$ cat src/rtl/fetch_pkg.sv
// ----------------------------------------------------------------------------
// fetch_pkg
// Shared definitions for the instruction fetch front end.
//   XLEN             : width of PC and instruction words
//   RESET_PC_DEFAULT : default PC loaded on reset
//   NOP_INSTR        : canonical no-op used downstream for bubble insertion
//   fetch_entry_t    : one prefetch FIFO entry, PC in the upper half
// ----------------------------------------------------------------------------
package fetch_pkg;

  localparam int XLEN = 32;

  localparam logic [XLEN-1:0] RESET_PC_DEFAULT = 32'h0000_0000;
  localparam logic [XLEN-1:0] NOP_INSTR        = 32'h0000_0013;

  typedef struct packed {
    logic [XLEN-1:0] pc;
    logic [XLEN-1:0] instr;
  } fetch_entry_t;

endpackage

$ cat src/rtl/sync_fifo.sv
// ----------------------------------------------------------------------------
// sync_fifo
// Small synchronous FIFO with a registered head output.
//   clk, rst   : clock, asynchronous active-high reset
//   push       : write push_data this cycle (ignored when full)
//   push_data  : entry to write
//   pop        : remove the head this cycle (ignored when empty)
//   flush      : empty the FIFO; wins over push in the same cycle
//   count      : current occupancy (0..DEPTH)
//   head       : oldest entry, registered; holds last value when empty
//   not_empty  : registered (count != 0)
// DEPTH must be a power of two so the pointers wrap naturally.
// ----------------------------------------------------------------------------
module sync_fifo #(
  parameter int DEPTH = 4,
  parameter int WIDTH = 64
) (
  input  logic                    clk,
  input  logic                    rst,
  input  logic                    push,
  input  logic [WIDTH-1:0]        push_data,
  input  logic                    pop,
  input  logic                    flush,
  output logic [$clog2(DEPTH):0]  count,
  output logic [WIDTH-1:0]        head,
  output logic                    not_empty
);

  localparam int AW = $clog2(DEPTH);
  localparam int CW = AW + 1;
  localparam logic [CW-1:0] FULL_CNT = CW'(DEPTH);
  localparam logic [CW-1:0] ONE_CNT  = CW'(1);
  localparam logic [CW-1:0] ZERO_CNT = CW'(0);

  logic [WIDTH-1:0] mem_r [DEPTH];
  logic [AW-1:0]    wr_ptr_r;
  logic [AW-1:0]    rd_ptr_r;
  logic [AW-1:0]    rd_ptr_inc_s;
  logic [CW-1:0]    count_r;
  logic [CW-1:0]    count_next_s;
  logic [WIDTH-1:0] head_r;
  logic [WIDTH-1:0] head_next_s;
  logic             not_empty_r;
  logic             push_ok_s;
  logic             pop_ok_s;

  assign pop_ok_s     = pop && (count_r != ZERO_CNT);
  assign push_ok_s    = push && (count_r != FULL_CNT);
  assign rd_ptr_inc_s = rd_ptr_r + AW'(1);

  assign count     = count_r;
  assign head      = head_r;
  assign not_empty = not_empty_r;

  // Next occupancy from flush / push / pop.
  always_comb begin
    count_next_s = count_r;
    if (flush) begin
      count_next_s = ZERO_CNT;
    end else begin
      case ({push_ok_s, pop_ok_s})
        2'b10:   count_next_s = count_r + ONE_CNT;
        2'b01:   count_next_s = count_r - ONE_CNT;
        default: count_next_s = count_r;
      endcase
    end
  end

  // Next head: the new word when it lands in an empty (or emptying) FIFO,
  // otherwise the entry behind the current head on a pop.
  always_comb begin
    head_next_s = head_r;
    if (flush) begin
      head_next_s = head_r;
    end else if (count_r == ZERO_CNT) begin
      if (push_ok_s) begin
        head_next_s = push_data;
      end else begin
        head_next_s = head_r;
      end
    end else if (pop_ok_s) begin
      if (count_r == ONE_CNT) begin
        if (push_ok_s) begin
          head_next_s = push_data;
        end else begin
          head_next_s = head_r;
        end
      end else begin
        head_next_s = mem_r[rd_ptr_inc_s];
      end
    end else begin
      head_next_s = head_r;
    end
  end

  // Storage, pointers, occupancy and registered head.
  always_ff @(posedge clk or posedge rst) begin
    if (rst) begin
      for (int i = 0; i < DEPTH; i++) begin
        mem_r[i] <= {WIDTH{1'b0}};
      end
      wr_ptr_r    <= {AW{1'b0}};
      rd_ptr_r    <= {AW{1'b0}};
      count_r     <= ZERO_CNT;
      head_r      <= {WIDTH{1'b0}};
      not_empty_r <= 1'b0;
    end else begin
      if (push_ok_s && !flush) begin
        mem_r[wr_ptr_r] <= push_data;
      end
      if (flush) begin
        wr_ptr_r <= {AW{1'b0}};
        rd_ptr_r <= {AW{1'b0}};
      end else begin
        if (push_ok_s) wr_ptr_r <= wr_ptr_r + AW'(1);
        if (pop_ok_s)  rd_ptr_r <= rd_ptr_inc_s;
      end
      count_r     <= count_next_s;
      head_r      <= head_next_s;
      not_empty_r <= (count_next_s != ZERO_CNT);
    end
  end

endmodule

$ cat src/rtl/instr_fetch_queue.sv
// ----------------------------------------------------------------------------
// instr_fetch_queue
// Fetch front end: owns the PC, issues sequential reads to a synchronous
// program memory and buffers returned words in a prefetch FIFO.
//   clk, rst        : clock, asynchronous active-high reset
//   imem_req/addr   : read request and address (address = current PC)
//   imem_rdata      : read data, one cycle after the request
//   redirect_valid  : restart fetch at redirect_pc, flushing queued words
//   redirect_pc     : new fetch address (not alignment-checked)
//   out_valid       : head instruction valid
//   out_instr/out_pc: head instruction and its PC (registered)
//   out_ready       : decode accepts the head this cycle
//   fifo_count      : current FIFO occupancy
// A request is issued only while FIFO occupancy plus the outstanding request
// leaves room, so a returning word always has a free slot.
// ----------------------------------------------------------------------------
module instr_fetch_queue
  import fetch_pkg::*;
#(
  parameter int              XLEN     = fetch_pkg::XLEN,
  parameter int              DEPTH    = 4,
  parameter logic [XLEN-1:0] RESET_PC = RESET_PC_DEFAULT,
  parameter int              PC_STEP  = 4
) (
  input  logic                     clk,
  input  logic                     rst,
  output logic                     imem_req,
  output logic [XLEN-1:0]          imem_addr,
  input  logic [XLEN-1:0]          imem_rdata,
  input  logic                     redirect_valid,
  input  logic [XLEN-1:0]          redirect_pc,
  output logic                     out_valid,
  output logic [XLEN-1:0]          out_instr,
  output logic [XLEN-1:0]          out_pc,
  input  logic                     out_ready,
  output logic [$clog2(DEPTH):0]   fifo_count
);

  localparam int              CW           = $clog2(DEPTH) + 1;
  localparam logic [CW:0]     DEPTH_CREDIT = (CW+1)'(DEPTH);
  localparam logic [XLEN-1:0] STEP         = XLEN'(PC_STEP);

  logic [XLEN-1:0] pc_r;
  logic [XLEN-1:0] tag_pc_r;
  logic            inflight_r;
  logic            squash_r;
  logic            issue_s;
  logic            push_s;
  logic            pop_s;
  logic [CW:0]     credit_used_s;
  fetch_entry_t    push_entry_s;
  fetch_entry_t    head_s;

  assign credit_used_s = {1'b0, fifo_count} + {{CW{1'b0}}, inflight_r};
  // Gated by rst so no request is presented while reset is held.
  assign issue_s   = !rst && !redirect_valid && (credit_used_s < DEPTH_CREDIT);
  assign imem_req  = issue_s;
  assign imem_addr = pc_r;

  assign push_entry_s = {tag_pc_r, imem_rdata};
  assign push_s       = inflight_r && !squash_r;
  assign pop_s        = out_valid && out_ready;

  assign out_pc    = head_s.pc;
  assign out_instr = head_s.instr;

  // PC, outstanding-request tracking and response squash.
  always_ff @(posedge clk or posedge rst) begin
    if (rst) begin
      pc_r       <= RESET_PC;
      tag_pc_r   <= {XLEN{1'b0}};
      inflight_r <= 1'b0;
      squash_r   <= 1'b0;
    end else begin
      if (redirect_valid) begin
        pc_r <= redirect_pc;
      end else if (issue_s) begin
        pc_r <= pc_r + STEP;
      end
      if (issue_s) begin
        tag_pc_r <= pc_r;
      end
      inflight_r <= issue_s;
      squash_r   <= redirect_valid && inflight_r;
    end
  end

  sync_fifo #(
    .DEPTH (DEPTH),
    .WIDTH ($bits(fetch_entry_t))
  ) u_fifo (
    .clk       (clk),
    .rst       (rst),
    .push      (push_s),
    .push_data (push_entry_s),
    .pop       (pop_s),
    .flush     (redirect_valid),
    .count     (fifo_count),
    .head      (head_s),
    .not_empty (out_valid)
  );

endmodule

$ cat config.mk
export PLATFORM = sky130hd
export DESIGN_NAME = instr_fetch_queue
export DESIGN_NICKNAME = d
export VERILOG_FILES = /design/src/rtl/fetch_pkg.sv /design/src/rtl/sync_fifo.sv /design/src/rtl/instr_fetch_queue.sv
export SDC_FILE = /design/constraint.sdc
export NUM_CORES = 1
export LEC_CHECK = 0
export CAP_MARGIN = 20
export CORE_UTILIZATION = 57
export DETAILED_ROUTE_END_ITERATION = 8
export GPL_ROUTABILITY_DRIVEN = 0
export PLACE_DENSITY = 0.8
export RECOVER_POWER = 50
export REMOVE_ABC_BUFFERS = 1
export SLEW_MARGIN = 20
export SYNTH_ARGS = -nofsm -noshare
export SYNTH_HDL_FRONTEND = slang
export SYNTH_SLANG_ARGS = --single-unit
$ cat constraint.sdc
create_clock -name clk -period 16.5 [get_ports clk]
set_input_delay 2.475 -clock clk [delete_from_list [all_inputs] [get_ports clk]]
set_output_delay 2.475 -clock clk [all_outputs]
set_load 0.02 [all_outputs]
==> impl_metrics.tcl, run 1 <==
set metrics [dict create \
    violations "max-capacitance violations, max-slew violations" \
    synth-main-ff-cell "dfrtp_1" \
    synth_cell_types 51 \
    worstMarginPinSlew_ns 4.452 \
    io_pins 169 \
    cts-buffers-inserted 42 \
    clkTransAtPathRegs_ns 0.06 \
    p_sw_share_pct 27.46 \
    cts.path.max_buffers 3 \
    gr-total-overflow 0 \
    grt_use_total_pct 27.32 \
    area_growth_pct 20.04 \
    end_kind "output pin" \
    drive_gt1_share_pct 25.81 \
    synth_area_leader_cell "dfrtp_1" \
    setup_tns_ns 0 \
    dr.pass1.iters 7 \
    rsz0062_at_grt "no" \
    die_h_um 175.0 \
    worstPathArrival_ns 7.40 \
    via_count 11904 \
    cts_hold_buf 0 \
    final_hold_viol_count 0 \
    die_w_um 175.0 \
    placed_area_sq_um 18990 \
    p_per_area_nw_per_um2 139.2 \
    clkPwrFrac_pct 35.5 \
    finalCritPeriodShare_pct 59.86 \
    netlist_area_sq_um 17050 \
    antenna_found_initial 0 \
    async_reset_ff_share_pct 100.0 \
    slew_viol_final 538 \
    clock.fmax_mhz 101.3 \
    diodes 0 \
    grt_pass1_vias 12445 \
    ys_warn_count 0 \
    wire_per_inst_um 21.49 \
    io_buffers 168 \
    internal_power_mw 2.067 \
    die-area_sq_um 30610 \
    cts-htree-levels 2 \
    post-route-min-period_ns 9.876 \
    crit_type "in -> out" \
    synth.area.top_cells "dfrtp_1, mux2_2, a22oi_1" \
    dpl.hpwl_um 22950 \
    worstSkewPairLatency_ns 0.53 \
    maxCapViolCount 8 \
    slew_headroom_pct -198.4 \
    status "finished, violations left" \
    critPathMaxFanout 68 \
    start_kind "primary input" \
    wl_um 41220 \
    drt-initial-drc-count 963 \
    nNetsFinal 1581 \
    skew_ns 0.01403 \
    comb_power_share_pct 18.9 \
    core_region_area_sq_um 29090 \
    via_per_inst 6.206 \
    synth-seq-area-share_pct 57.81 \
    seqPwrFrac_pct 45.6 \
    setup_viol 0 \
    avgSynthCellArea_sq_um 12.43 \
    start_util_pct 58.62 \
    final_cell_mix "dfrtp_1, mux2_2, a22oi_1" \
    required_ns 14.03 \
    ir_drop_mv 0.08641 \
    syn_inst 1372 \
    final_common_cell "dfrtp_1" \
    grt_pass1_wl_um 66140 \
    hp-class "reg -> reg" \
    root_buffer "clkbuf_16" \
    cts_resized 0 \
    synth_top_cell_area_share_pct 57.81 \
    fp-row-count 62 \
    drc 0 \
    cts_tree "done" \
    stdcell_area_sq_um 20470 \
    clock-sinks 394 \
    grt_start_max_net_pins 206 \
    synth-seq-cells 394 \
    synth_edf_count 0 \
    p_leak_nw 9.028 \
    ant_nets 0 \
    post-cts-setup-buffers 0 \
    power.switching_uw 782.7 \
    p_total_mw 2.850 \
]
final cells by class:
cell class | count | area, sq um
Clock buffer | 57 | 1229
Clock inverter | 19 | 285.3
Multi-Input combinational cell | 869 | 6774
Sequential cell | 394 | 9859
Fill cell | 1992 | 8618
Timing Repair Buffer | 181 | 1790
Tap cell | 384 | 480.5
Inverter | 14 | 53.80
Yosys cell counts (4+ instances only):
cell      count
dfrtp_1     394
mux2_2      291
a22oi_1     123
o21ai_0      84
nor2_1       75
nand3_1      74
a21oi_1      69
clkbuf_1     56
nand2_1      42
buf_2        31
xnor2_1      15
inv_1        14
ha_1         11
xor2_1       11
nand4_1       9
nor2b_1       7
buf_1         6
nor3_1        6
and3_1        4
nand2_2       4
nor4_1        4
or3_1         4
path summary, 6_finish.rpt:
| check | start | cells past startpoint | endpoint | slack, ns |
|---|---|---|---|---|
| max | redirect_valid | 4 | imem_req | 6.62 |
| min | u_fifo.mem_r[234] | 1 | u_fifo.mem_r[234] | 0.50 |
| max reg2reg | u_fifo.count[0] | 7 | u_fifo.mem_r[210] | 11.49 |
| min reg2reg | u_fifo.mem_r[234] | 1 | u_fifo.mem_r[234] | 0.50 |
| max in group asynchronous | rst | 5 | u_fifo.mem_r[75] | 7.28 |
| min in group asynchronous | rst | 2 | imem_addr[26] | 3.81 |
worst max-delay path: stages:
cell	delay, ns
buf_2	0.08
clkbuf_1	1.92
nor2_1	1.95
clkdlybuf4s50_1	0.93
power by group through the flow:
stage / logic [mW] / registers, mW / clock network, mW
after floorplan: 0.263 / 1.35 / 0
after CTS: 0.565 / 1.30 / 1.02
after detailed placement: 0.560 / 1.31 / 0
after global placement: 0.541 / 1.30 / 0
after global routing: 0.586 / 1.32 / 1.06
final: 0.540 / 1.30 / 1.01
metal layers:
metal | routed length, um | global-route usage (%)
met1 | 17530 | 37.89
met3 | 3159 | 5.265
met5 | 0 | 0
met4 | 884 | 8.732
met2 | 19650 | 43.62
state kept, by name, summed over array words and instances, names as in the netlist:
name	flops
u_fifo.not_empty	1
tag_pc_r	32
u_fifo.wr_ptr_r	2
u_fifo.mem_r	256
u_fifo.head	64
squash_r	1
u_fifo.rd_ptr_r	2
imem_addr	32
u_fifo.count	3
inflight_r	1
cells by family (layout without fill, tap and decap cells):
group	Yosys count	in the layout	share of synthesized area, %
adders and majority gates	11	11	0.8070
AOI/OAI and AO/OA	297	297	10.98
muxes	295	295	19.67
xor gates and xnor gates	26	26	1.335
and+or+nand+nor	240	240	6.713
DFF	394	394	57.81
buffers and inverters	109	271	2.678
per-stage QoR:
| step | utilization (%) | cells | hold WS [ns] | setup slack [ns] |
|---|---|---|---|---|
| 6_report | 70.37 | 1918 | 0.5048 | 6.624 |
| 5_1_grt | 70.37 | 1918 | 0.5100 | 5.917 |
| 4_1_cts | 70.49 | 1917 | 0.5018 | 8.868 |
| 3_5_place_dp | 65.29 | 1841 | 0.4885 | 8.881 |
| 3_3_place_gp | 65.29 | 1841 | 0.4821 | 8.911 |
| 2_1_floorplan | - | 1277 | 0.4740 | 3.071 |
No activity file was read; power rests on OpenSTA's default activity.
==> run 2: changes to the inputs <==
--- a/config.mk
+++ b/config.mk
@@ -6,10 +6,10 @@
 export NUM_CORES = 1
 export LEC_CHECK = 0
 export CAP_MARGIN = 20
-export CORE_UTILIZATION = 57
+export CORE_UTILIZATION = 52
 export DETAILED_ROUTE_END_ITERATION = 8
 export GPL_ROUTABILITY_DRIVEN = 0
-export PLACE_DENSITY = 0.8
+export PLACE_DENSITY = 0.77
 export RECOVER_POWER = 50
 export REMOVE_ABC_BUFFERS = 1
 export SLEW_MARGIN = 20
==> constraint.sdc (replaced) <==
create_clock -name clk -period 8.2 [get_ports clk]
set_input_delay 1.23 -clock clk [delete_from_list [all_inputs] [get_ports clk]]
set_output_delay 1.23 -clock clk [all_outputs]
set_load 0.02 [all_outputs]
==> run 2 against run 1 <==
Compared with the run above:
- hold slack about the same
- critical path depth is 2 higher
- the run still ends with max-capacitance violations, max-slew violations left
- sequential power rose by 100%
- clock power is 85% higher
- sequential share of layout area rose by 0.16 points
- power rose by 95%
- die area rose by 9.5%
- core utilization is 6.4 points lower
- combinational power rose by 100%
- largest power group unchanged
- clock-buffer cell count up 3
- global-route usage fell by 1.7 points
==> impl_metrics.tcl, run 2 (same netlist as run 1, synthesis figures left out) <==
set metrics [dict create \
    wire_per_inst_um 21.32 \
    clock-sinks 394 \
    worstMarginPinSlew_ns 3.266 \
    dr.pass1.iters 6 \
    nNetsFinal 1581 \
    clock.fmax_mhz 177.6 \
    grt_pass1_vias 12417 \
    die_h_um 183.1 \
    root_buffer "clkbuf_16" \
    final_cell_mix "dfrtp_1, mux2_2, a22oi_1" \
    stdcell_area_sq_um 20400 \
    ant_nets 0 \
    cts_resized 0 \
    via_count 11786 \
    crit_buf_inv 3 \
    grt_pass1_wl_um 67360 \
    cp_top_family "buffers and inverters" \
    setup_viol 0 \
    antenna_found_initial 0 \
    cts-buffers-inserted 41 \
    start_kind "primary input" \
    cpPeakStageDelay_ns 2.09 \
    fp-row-count 65 \
    p_leak_nw 8.960 \
    crit_type "in -> reg" \
    final_hold_viol_count 0 \
    end_kind "register" \
    worstPathArrival_ns 6.04 \
    critPathMaxFanout 68 \
    final_common_cell "dfrtp_1" \
    skew_ns 0.007803 \
    status "finished, violations left" \
    placed_area_sq_um 19080 \
    required_ns 8.61 \
    gr-total-overflow 0 \
    drive_gt1_share_pct 25.65 \
    area_growth_pct 19.65 \
    finalCritPeriodShare_pct 68.67 \
    cts_tree "done" \
    ir_drop_mv 0.1538 \
    post-cts-setup-buffers 0 \
    core_region_area_sq_um 31880 \
    hp-class "reg -> reg" \
    slew_viol_final 360 \
    crit_chain "buf_2 -> clkbuf_1 -> nor2_1 -> nand2_1 -> buf_4 -> mux2_2" \
    largest_register_ff_count 256 \
    regMostFlops "u_fifo.mem_r" \
    cts_hold_buf 0 \
    violations "max-capacitance violations, max-slew violations" \
    dpl.hpwl_um 23020 \
    drc 0 \
    p_total_mw 5.565 \
    io_buffers 168 \
    rsz0062_at_grt "no" \
    drt-initial-drc-count 917 \
    worstSkewPairLatency_ns 0.53 \
    cts-htree-levels 2 \
    grt_start_max_net_pins 142 \
    cp_slowest_cell "clkbuf_1" \
    post-route-min-period_ns 5.631 \
    p_per_area_nw_per_um2 272.7 \
    clkTransAtPathRegs_ns 0.06 \
    die_w_um 183.1 \
    wl_um 41850 \
    maxCapViolCount 4 \
    diodes 0 \
    io_pins 169 \
    grt_use_total_pct 25.64 \
    die-area_sq_um 33520 \
    via_per_inst 6.004 \
    cts.path.max_buffers 3 \
    start_util_pct 53.49 \
    slew_headroom_pct -117.7 \
]
## run 2: power breakdown
part	switching (mW)	total [mW]	internal, mW
registers	0.274	2.62	2.34
logic	0.536	1.08	0.542
clock network	0.737	1.87	1.13
total	1.55	5.57	4.02
## run 2: worst paths after layout
path	start	to	slack, ns	depth (start not counted)
worst max-delay path	redirect_valid	u_fifo.mem_r[130]	2.57	6
worst min-delay path	u_fifo.mem_r[151]	u_fifo.mem_r[151]	0.50	1
worst max register to register	u_fifo.count[0]	u_fifo.mem_r[130]	4.22	8
worst min register to register	u_fifo.mem_r[151]	u_fifo.mem_r[151]	0.50	1
max in group asynchronous	rst	u_fifo.mem_r[236]	3.08	3
min in group asynchronous	rst	imem_addr[23]	1.42	2
## run 2: per-layer routing
metal / wire length, um / vias up / share of wire (%) / track usage (%)
met4: 713 / 0 / 1.7 / 6.633
met2: 20190 / 394 / 48 / 42.83
li1: - / 5270 / - / -
met5: 0 / - / 0 / 0
met3: 2404 / 59 / 5.7 / 3.376
met1: 18540 / 6063 / 44 / 35.50
## run 2: final cells by class
| class | instances | area (sq um) |
|---|---|---|
| clock buffer | 60 | 1237 |
| clock inverter | 9 | 122.6 |
| fill | 2489 | 11480 |
| inverter | 14 | 60.06 |
| multi-input combinational | 869 | 6799 |
| sequential | 394 | 9859 |
| tap | 435 | 544.3 |
| timing repair buffer | 182 | 1782 |
## run 2: stage by stage
step | utilization (%) | hold WS (ns) | TNS, ns | instances | setup slack (ns)
6_report | 64.00 | 0.5044 | 0 | 1963 | 2.569
5_1_grt | 64.00 | 0.5109 | 0 | 1963 | 2.261
4_1_cts | 64.11 | 0.5042 | 0 | 1962 | 3.968
3_5_place_dp | 59.84 | 0.4891 | 0 | 1893 | 3.977
3_3_place_gp | 59.84 | 0.4820 | 0 | 1893 | 4.011
2_1_floorplan | - | 0.4740 | -1569.82 | 1277 | -3.984
